==> src/rtl/frequency_pkg.sv <==
// Shared definitions for the frequency measurement window controller:
// state encoding, symbol codes, settle length and counter widths.
package frequency_pkg;

    // Counter and field widths
    localparam int STATE_W  = 3;
    localparam int COUNT_W  = 32;
    localparam int SYM_W    = 2;
    localparam int OVR_W    = 16;
    localparam int SETTLE_W = 2;

    // Window sequencer states
    typedef enum logic [STATE_W-1:0] {
        ST_IDLE    = 3'd0,
        ST_CLEAR   = 3'd1,
        ST_MEASURE = 3'd2,
        ST_SETTLE  = 3'd3,
        ST_LATCH   = 3'd4
    } state_e;

    // Classification result codes; code 3 is never produced
    localparam logic [SYM_W-1:0] SYM_NONE = 2'd0;
    localparam logic [SYM_W-1:0] SYM_F1   = 2'd1;
    localparam logic [SYM_W-1:0] SYM_F2   = 2'd2;

    // Cycles with the analyzer idle before its outputs are sampled
    localparam int SETTLE_TICKS = 2;

    // Saturating increment for the overrun counter
    function automatic logic [OVR_W-1:0] sat_inc(input logic [OVR_W-1:0] v);
        if (v == {OVR_W{1'b1}}) begin
            return v;
        end
        return v + 1'b1;
    endfunction

endpackage

==> src/rtl/tone_classifier.sv <==
// Combinational window classifier: picks the dominant tone when its count
// is strictly larger than the other and reaches the acceptance threshold.
// Equal counts never yield a tone.
module tone_classifier
    import frequency_pkg::*;
(
    input  logic [COUNT_W-1:0] f1,
    input  logic [COUNT_W-1:0] f2,
    input  logic [COUNT_W-1:0] min_count,
    output logic [SYM_W-1:0]   symbol
);

    // Unsigned compares; strict inequality makes ties fall through to none
    always_comb begin
        symbol = SYM_NONE;
        if ((f1 > f2) && (f1 >= min_count)) begin
            symbol = SYM_F1;
        end else if ((f2 > f1) && (f2 >= min_count)) begin
            symbol = SYM_F2;
        end
    end

endmodule

==> src/rtl/frequency_window_controller.sv <==
// Sequences an external frequency analyzer through fixed-length windows:
// clear, measure for WINDOW_TICKS clocks, settle, then latch and classify.
// The classified result is offered downstream on a valid/ready port.
//
// Handshake: a result transfers on any rising edge where result_valid and
// result_ready are both high. While result_valid is high and result_ready is
// low, the symbol and latched values are held. A new result loading on the
// same edge as a transfer keeps result_valid high with the new data; a new
// result loading while the old one is still unconsumed overwrites it and
// raises a one-cycle overrun pulse.
module frequency_window_controller
    import frequency_pkg::*;
#(
    parameter int unsigned WINDOW_TICKS = 50000,
    parameter int unsigned MIN_COUNT    = 12500
) (
    input  logic                 clock,
    input  logic                 clear_n,
    input  logic                 run,
    input  logic                 abort,
    input  logic [COUNT_W-1:0]   f1_value,
    input  logic [COUNT_W-1:0]   f2_value,
    output logic                 analyzer_enable,
    output logic                 analyzer_clear,
    output logic                 result_valid,
    input  logic                 result_ready,
    output logic [SYM_W-1:0]     result_symbol,
    output logic [COUNT_W-1:0]   f1_latched,
    output logic [COUNT_W-1:0]   f2_latched,
    output logic                 overrun,
    output logic [OVR_W-1:0]     overrun_count,
    output logic [STATE_W-1:0]   debug_state
);

    // Plain-vector state constants mirroring the package enum
    localparam logic [STATE_W-1:0] S_IDLE    = ST_IDLE;
    localparam logic [STATE_W-1:0] S_CLEAR   = ST_CLEAR;
    localparam logic [STATE_W-1:0] S_MEASURE = ST_MEASURE;
    localparam logic [STATE_W-1:0] S_SETTLE  = ST_SETTLE;
    localparam logic [STATE_W-1:0] S_LATCH   = ST_LATCH;

    localparam logic [COUNT_W-1:0]  WIN_LOAD   = COUNT_W'(WINDOW_TICKS);
    localparam logic [COUNT_W-1:0]  MIN_CNT    = COUNT_W'(MIN_COUNT);
    localparam logic [SETTLE_W-1:0] SETTLE_END = SETTLE_W'(SETTLE_TICKS - 1);

    logic [STATE_W-1:0]  state;
    logic [STATE_W-1:0]  state_nxt;
    logic [COUNT_W-1:0]  win_cnt;
    logic [SETTLE_W-1:0] settle_cnt;
    logic [SYM_W-1:0]    sym_new;
    logic                load_result;

    assign debug_state = state;

    // A result is captured only when LATCH completes without an abort
    assign load_result = (state == S_LATCH) && !abort;

    tone_classifier u_classifier (
        .f1        (f1_value),
        .f2        (f2_value),
        .min_count (MIN_CNT),
        .symbol    (sym_new)
    );

    // Next-state decode; abort overrides every other transition
    always_comb begin
        state_nxt = state;
        case (state)
            S_IDLE: begin
                if (run) begin
                    state_nxt = S_CLEAR;
                end
            end
            S_CLEAR: begin
                state_nxt = S_MEASURE;
            end
            S_MEASURE: begin
                if (win_cnt == COUNT_W'(1)) begin
                    state_nxt = S_SETTLE;
                end
            end
            S_SETTLE: begin
                if (settle_cnt == SETTLE_END) begin
                    state_nxt = S_LATCH;
                end
            end
            S_LATCH: begin
                state_nxt = run ? S_CLEAR : S_IDLE;
            end
            default: begin
                state_nxt = S_IDLE;
            end
        endcase
        if (abort) begin
            state_nxt = S_IDLE;
        end
    end

    // State register
    always_ff @(posedge clock or negedge clear_n) begin
        if (!clear_n) begin
            state <= S_IDLE;
        end else begin
            state <= state_nxt;
        end
    end

    // Window down-counter loaded in CLEAR, so MEASURE lasts WINDOW_TICKS
    // cycles; settle counter runs only while in SETTLE
    always_ff @(posedge clock or negedge clear_n) begin
        if (!clear_n) begin
            win_cnt    <= '0;
            settle_cnt <= '0;
        end else begin
            if (state == S_CLEAR) begin
                win_cnt <= WIN_LOAD;
            end else if (state == S_MEASURE) begin
                win_cnt <= win_cnt - 1'b1;
            end
            if (state == S_SETTLE) begin
                settle_cnt <= settle_cnt + 1'b1;
            end else begin
                settle_cnt <= '0;
            end
        end
    end

    // Analyzer controls registered from the next state so they are
    // glitch-free and track the state they belong to cycle-for-cycle
    always_ff @(posedge clock or negedge clear_n) begin
        if (!clear_n) begin
            analyzer_clear  <= 1'b1;
            analyzer_enable <= 1'b0;
        end else begin
            analyzer_clear  <= (state_nxt == S_IDLE) || (state_nxt == S_CLEAR);
            analyzer_enable <= (state_nxt == S_MEASURE);
        end
    end

    // Result register, valid/ready handshake and overrun tracking
    always_ff @(posedge clock or negedge clear_n) begin
        if (!clear_n) begin
            result_valid  <= 1'b0;
            result_symbol <= SYM_NONE;
            f1_latched    <= '0;
            f2_latched    <= '0;
            overrun       <= 1'b0;
            overrun_count <= '0;
        end else begin
            overrun <= 1'b0;
            if (load_result) begin
                result_valid  <= 1'b1;
                result_symbol <= sym_new;
                f1_latched    <= f1_value;
                f2_latched    <= f2_value;
                if (result_valid && !result_ready) begin
                    overrun       <= 1'b1;
                    overrun_count <= sat_inc(overrun_count);
                end
            end else if (result_valid && result_ready) begin
                result_valid <= 1'b0;
            end
        end
    end

endmodule

==> config.mk <==
export PLATFORM = sky130hd
export DESIGN_NAME = frequency_window_controller
export DESIGN_NICKNAME = d
export VERILOG_FILES = /design/src/rtl/frequency_pkg.sv /design/src/rtl/tone_classifier.sv /design/src/rtl/frequency_window_controller.sv
export SDC_FILE = /design/constraint.sdc
export NUM_CORES = 1
export LEC_CHECK = 0
export CORE_ASPECT_RATIO = 0.5
export CORE_MARGIN = 4
export CORE_UTILIZATION = 40
export DETAILED_ROUTE_END_ITERATION = 8
export GPL_TIMING_DRIVEN = 0
export MAX_ROUTING_LAYER = met4
export PLACE_DENSITY = 0.67
export REMOVE_ABC_BUFFERS = 1
export SLEW_MARGIN = 15
export SYNTH_ARGS = -nofsm -noshare
export SYNTH_HDL_FRONTEND = slang
export SYNTH_SLANG_ARGS = --single-unit
==> constraint.sdc <==
create_clock -name clock -period 2.7 [get_ports clock]
set_input_delay 0.27 -clock clock [delete_from_list [all_inputs] [get_ports clock]]
set_output_delay 0.27 -clock clock [all_outputs]
set_load 0.1 [all_outputs]
==> out/qor.yml, run 1 <==
outcome: "completed"
async_flop_share: 1.00
endpoint_kind: "output pin"
worst_pin_slew_ps: 1050
cts_sinks: 123
gp_congestion: 0.808
routed_wl_um: 16300
num-fill-cells: 1278
synth_seq_cells: 123
critPathKind: "register to output pin"
p_per_area_nw_per_um2: 571
die_h_um: 95.8
die-area_sq_um: 17600
whs_ps: 355
maxCapViolations: 0
drt_iter0_drc: 351
start_kind: "register"
layoutNonFillerInstCount: 1020
multiInputGateArea_sq_um: 2850
finalHoldViolations: 0
clk_latency_ps: 410
postSynthAreaPerCell_sq_um: 9.62
synth-main-ff-cell: "dfrtp_1"
diodes: 0
leakage_nw: 3.95
synthCells: 641
route.met2.wl_um: 8220
synth_area_sq_um: 6160
ys_seq_area_frac: 0.500
dp_cells: 984
dp_hpwl_um: 12100
viasPerCell: 5.10
seq_area_sq_um: 3080
num_io_pins: 158
design_area_sq_um: 8690
fin_skew_ps: 10.8
drv_slew: 0
cts_buffers: 17
cp_num_buf_inv: 1
slowest_stage: "clkdlybuf4s50_1"
critPathTopFamily: "buffers and inverters"
h-tree-depth: 4
grt_pass1_vias: 5200
drive_gt1_frac: 0.0730
fin_crit_sh: 0.962
met1_length_um: 7360
fin_ws_ps: 104
die_w_um: 184
core_sq_um: 14800
vias: 5204
crit_required_ps: 2430
routedWlPerCell_um: 16.0
synth_edf_count: 0
grt_pass1_wl_um: 26800
setup_viol: 0
hp-class: "input pin to async pin"
clk_path_buf_depth: 2
dr_wl_met3_um: 581
nets: 914
top_layer_used: "met4"
path_clk_slew_ps: 60
area_growth_pct: 41.0
dr.pass1.iters: 5
grt_setup_unrepaired: "no"
place_ws_ps: -196
placed_area_sq_um: 8030
yosys_warnings: 0
port-buffer-count: 157
grt-ovfl-total: 0
irDropWorstVdd_v: 0.000508
num_rows: 31
track_usage: 0.197
initial_core_util: 0.417
path_cells: "clkdlybuf4s50_1"
synth.lib_cells_used.distinct: 62
crit_fanout: 12
ant_nets: 0
min_period_ps: 2600
antenna_found_initial: 0
grt_max_degree: 81
cts_root_buf: "clkbuf_16"
drc: 0
cpPeakStageDelay_ps: 1240
worstPathArrival_ps: 2330
slew_headroom: 0.296
cts_tree: "built"
max_clock_freq_mhz: 385
-- area by class of cell --
| type | instances | share of cell area |
|---|---|---|
| multi-input cells | 457 | 0.328 |
| clock inverters | 11 | 0.0193 |
| well taps | 198 | 0.0285 |
| clock buffers | 21 | 0.0530 |
| repair buffers | 169 | 0.199 |
| inverters | 41 | 0.0177 |
| flip-flops and latches | 123 | 0.354 |
-- path summary, 6_finish.rpt --
path,start,endpoint,slack [ps],cells after the start
hold reg to reg,settle_cnt[0]$_DFF_PN0_,settle_cnt[0]$_DFF_PN0_,430,1
min in group clock,settle_cnt[0]$_DFF_PN0_,settle_cnt[0]$_DFF_PN0_,430,1
max in group asynchronous,clear_n,analyzer_clear$_DFF_PN1_,1570,3
setup / recovery,debug_state[1]$_DFF_PN0_,debug_state[1],100,1
setup reg to reg,debug_state[1]$_DFF_PN0_,overrun_count[14]$_DFFE_PN0P_,240,6
hold / removal,clear_n,f2_latched[21]$_DFFE_PN0P_,350,2
-- logic make-up after synthesis --
kind of cell / after synthesis / share of synthesized area
AOI/OAI and AO/OA: 99 / 0.0974
and+or+nand+nor: 286 / 0.237
xor gates and xnor gates: 34 / 0.0514
muxes: 2 / 0.00345
DFF: 123 / 0.500
buffers and inverters: 61 / 0.0378
adders and majority gates: 36 / 0.0731
-- Yosys cell counts (3+ instances only) --
| master | instances | area (sq um) |
|---|---|---|
| or3_1 | 7 | 43.8 |
| and4_1 | 3 | 26.3 |
| xnor2_1 | 19 | 166 |
| o211ai_1 | 6 | 45.0 |
| clkbuf_1 | 10 | 37.5 |
| buf_1 | 7 | 26.3 |
| nand2_1 | 149 | 559 |
| ha_1 | 36 | 450 |
| o31ai_1 | 5 | 37.5 |
| or4_1 | 8 | 60.1 |
| nand2b_1 | 4 | 25.0 |
| buf_2 | 3 | 15.0 |
| nand3_1 | 13 | 65.1 |
| nand4_1 | 20 | 125 |
| dfrtp_1 | 122 | 3050 |
| inv_1 | 40 | 150 |
| o21ai_1 | 32 | 160 |
| nor2_1 | 30 | 113 |
| nand3b_1 | 4 | 30.0 |
| a21oi_1 | 20 | 100 |
| nor3_1 | 9 | 45.0 |
| xor2_1 | 14 | 123 |
| and3_1 | 4 | 25.0 |
| nor4_1 | 13 | 81.3 |
| o21ai_0 | 16 | 80.1 |
-- sequential cells by signal, summed over array words and instances, names as in the netlist --
register         count
f1_latched          32
f2_latched          32
win_cnt             32
overrun_count       16
debug_state          3
result_symbol        2
settle_cnt           2
analyzer_clear       1
analyzer_enable      1
overrun              1
result_valid         1
-- stage by stage --
stage | power, mW | setup TNS, ps | util
2_1_floorplan | 2.31 | -74740 | -
3_3_place_gp | 2.56 | -584520 | 0.535
3_5_place_dp | 2.57 | -1250 | 0.543
4_1_cts | 5.01 | 0 | 0.587
5_1_grt | 5.16 | 0 | 0.588
6_report | 4.97 | 0 | 0.588
-- cell usage in the layout (no fill, tap or decap), drive strengths merged, types with 2 or more instances in the layout --
cell and n:
a21oi 20, a221o 2, a311oi 2, a31oi 2, a41oi 2, and3 4, and4 3, buf 12
bufinv 4, clkbuf 21, clkdlybuf4s50 155, clkinv 5, clkinvlp 2, dfrtp 122, ha 36, inv 41
nand2 149, nand2b 4, nand3 13, nand3b 4, nand4 21, nand4b 2, nor2 30, nor2b 2
nor3 11, nor4 15, nor4b 4, o211ai 6, o21ai 48, o311ai 2, o31ai 5, o41ai 2
or3 8, or4 10, xnor2 20, xor2 14
-- where the power goes --
group | leakage, nW | internal [mW] | switching [mW]
Sequential | 1.67 | 1.89 | 0.0666
Clock | 0.303 | 1.59 | 0.829
Combinational | 1.97 | 0.245 | 0.343
-- layer usage --
metal | vias to the layer above | track usage
met5 | - | -
met3 | 14 | 0.0378
met2 | 91 | 0.327
met1 | 2514 | 0.253
met4 | 0 | 0.0514
li1 | 2585 | -
-- timing repair --
item | in CTS | in global routing
gates resized for setup | 0 | 1
hold buffers | 1 | 0
hold endpoints to repair | 43 | 0
buffers inserted | 1 | 2
endpoints found under the setup margin | 1 | 7
pin swaps | 1 | 0
cloned | 0 | 0
Note: power is estimated with default switching activity, not from simulation.
==> inputs of run 2 (changes only) <==
--- a/config.mk
+++ b/config.mk
@@ -8,6 +8,7 @@
 export CORE_ASPECT_RATIO = 0.5
 export CORE_MARGIN = 4
 export CORE_UTILIZATION = 40
+export CTS_CLUSTER_SIZE = 12
 export DETAILED_ROUTE_END_ITERATION = 8
 export GPL_TIMING_DRIVEN = 0
 export MAX_ROUTING_LAYER = met4
==> results of run 2 <==
The final DEF is identical to that of run 1; final timing and power are the same.
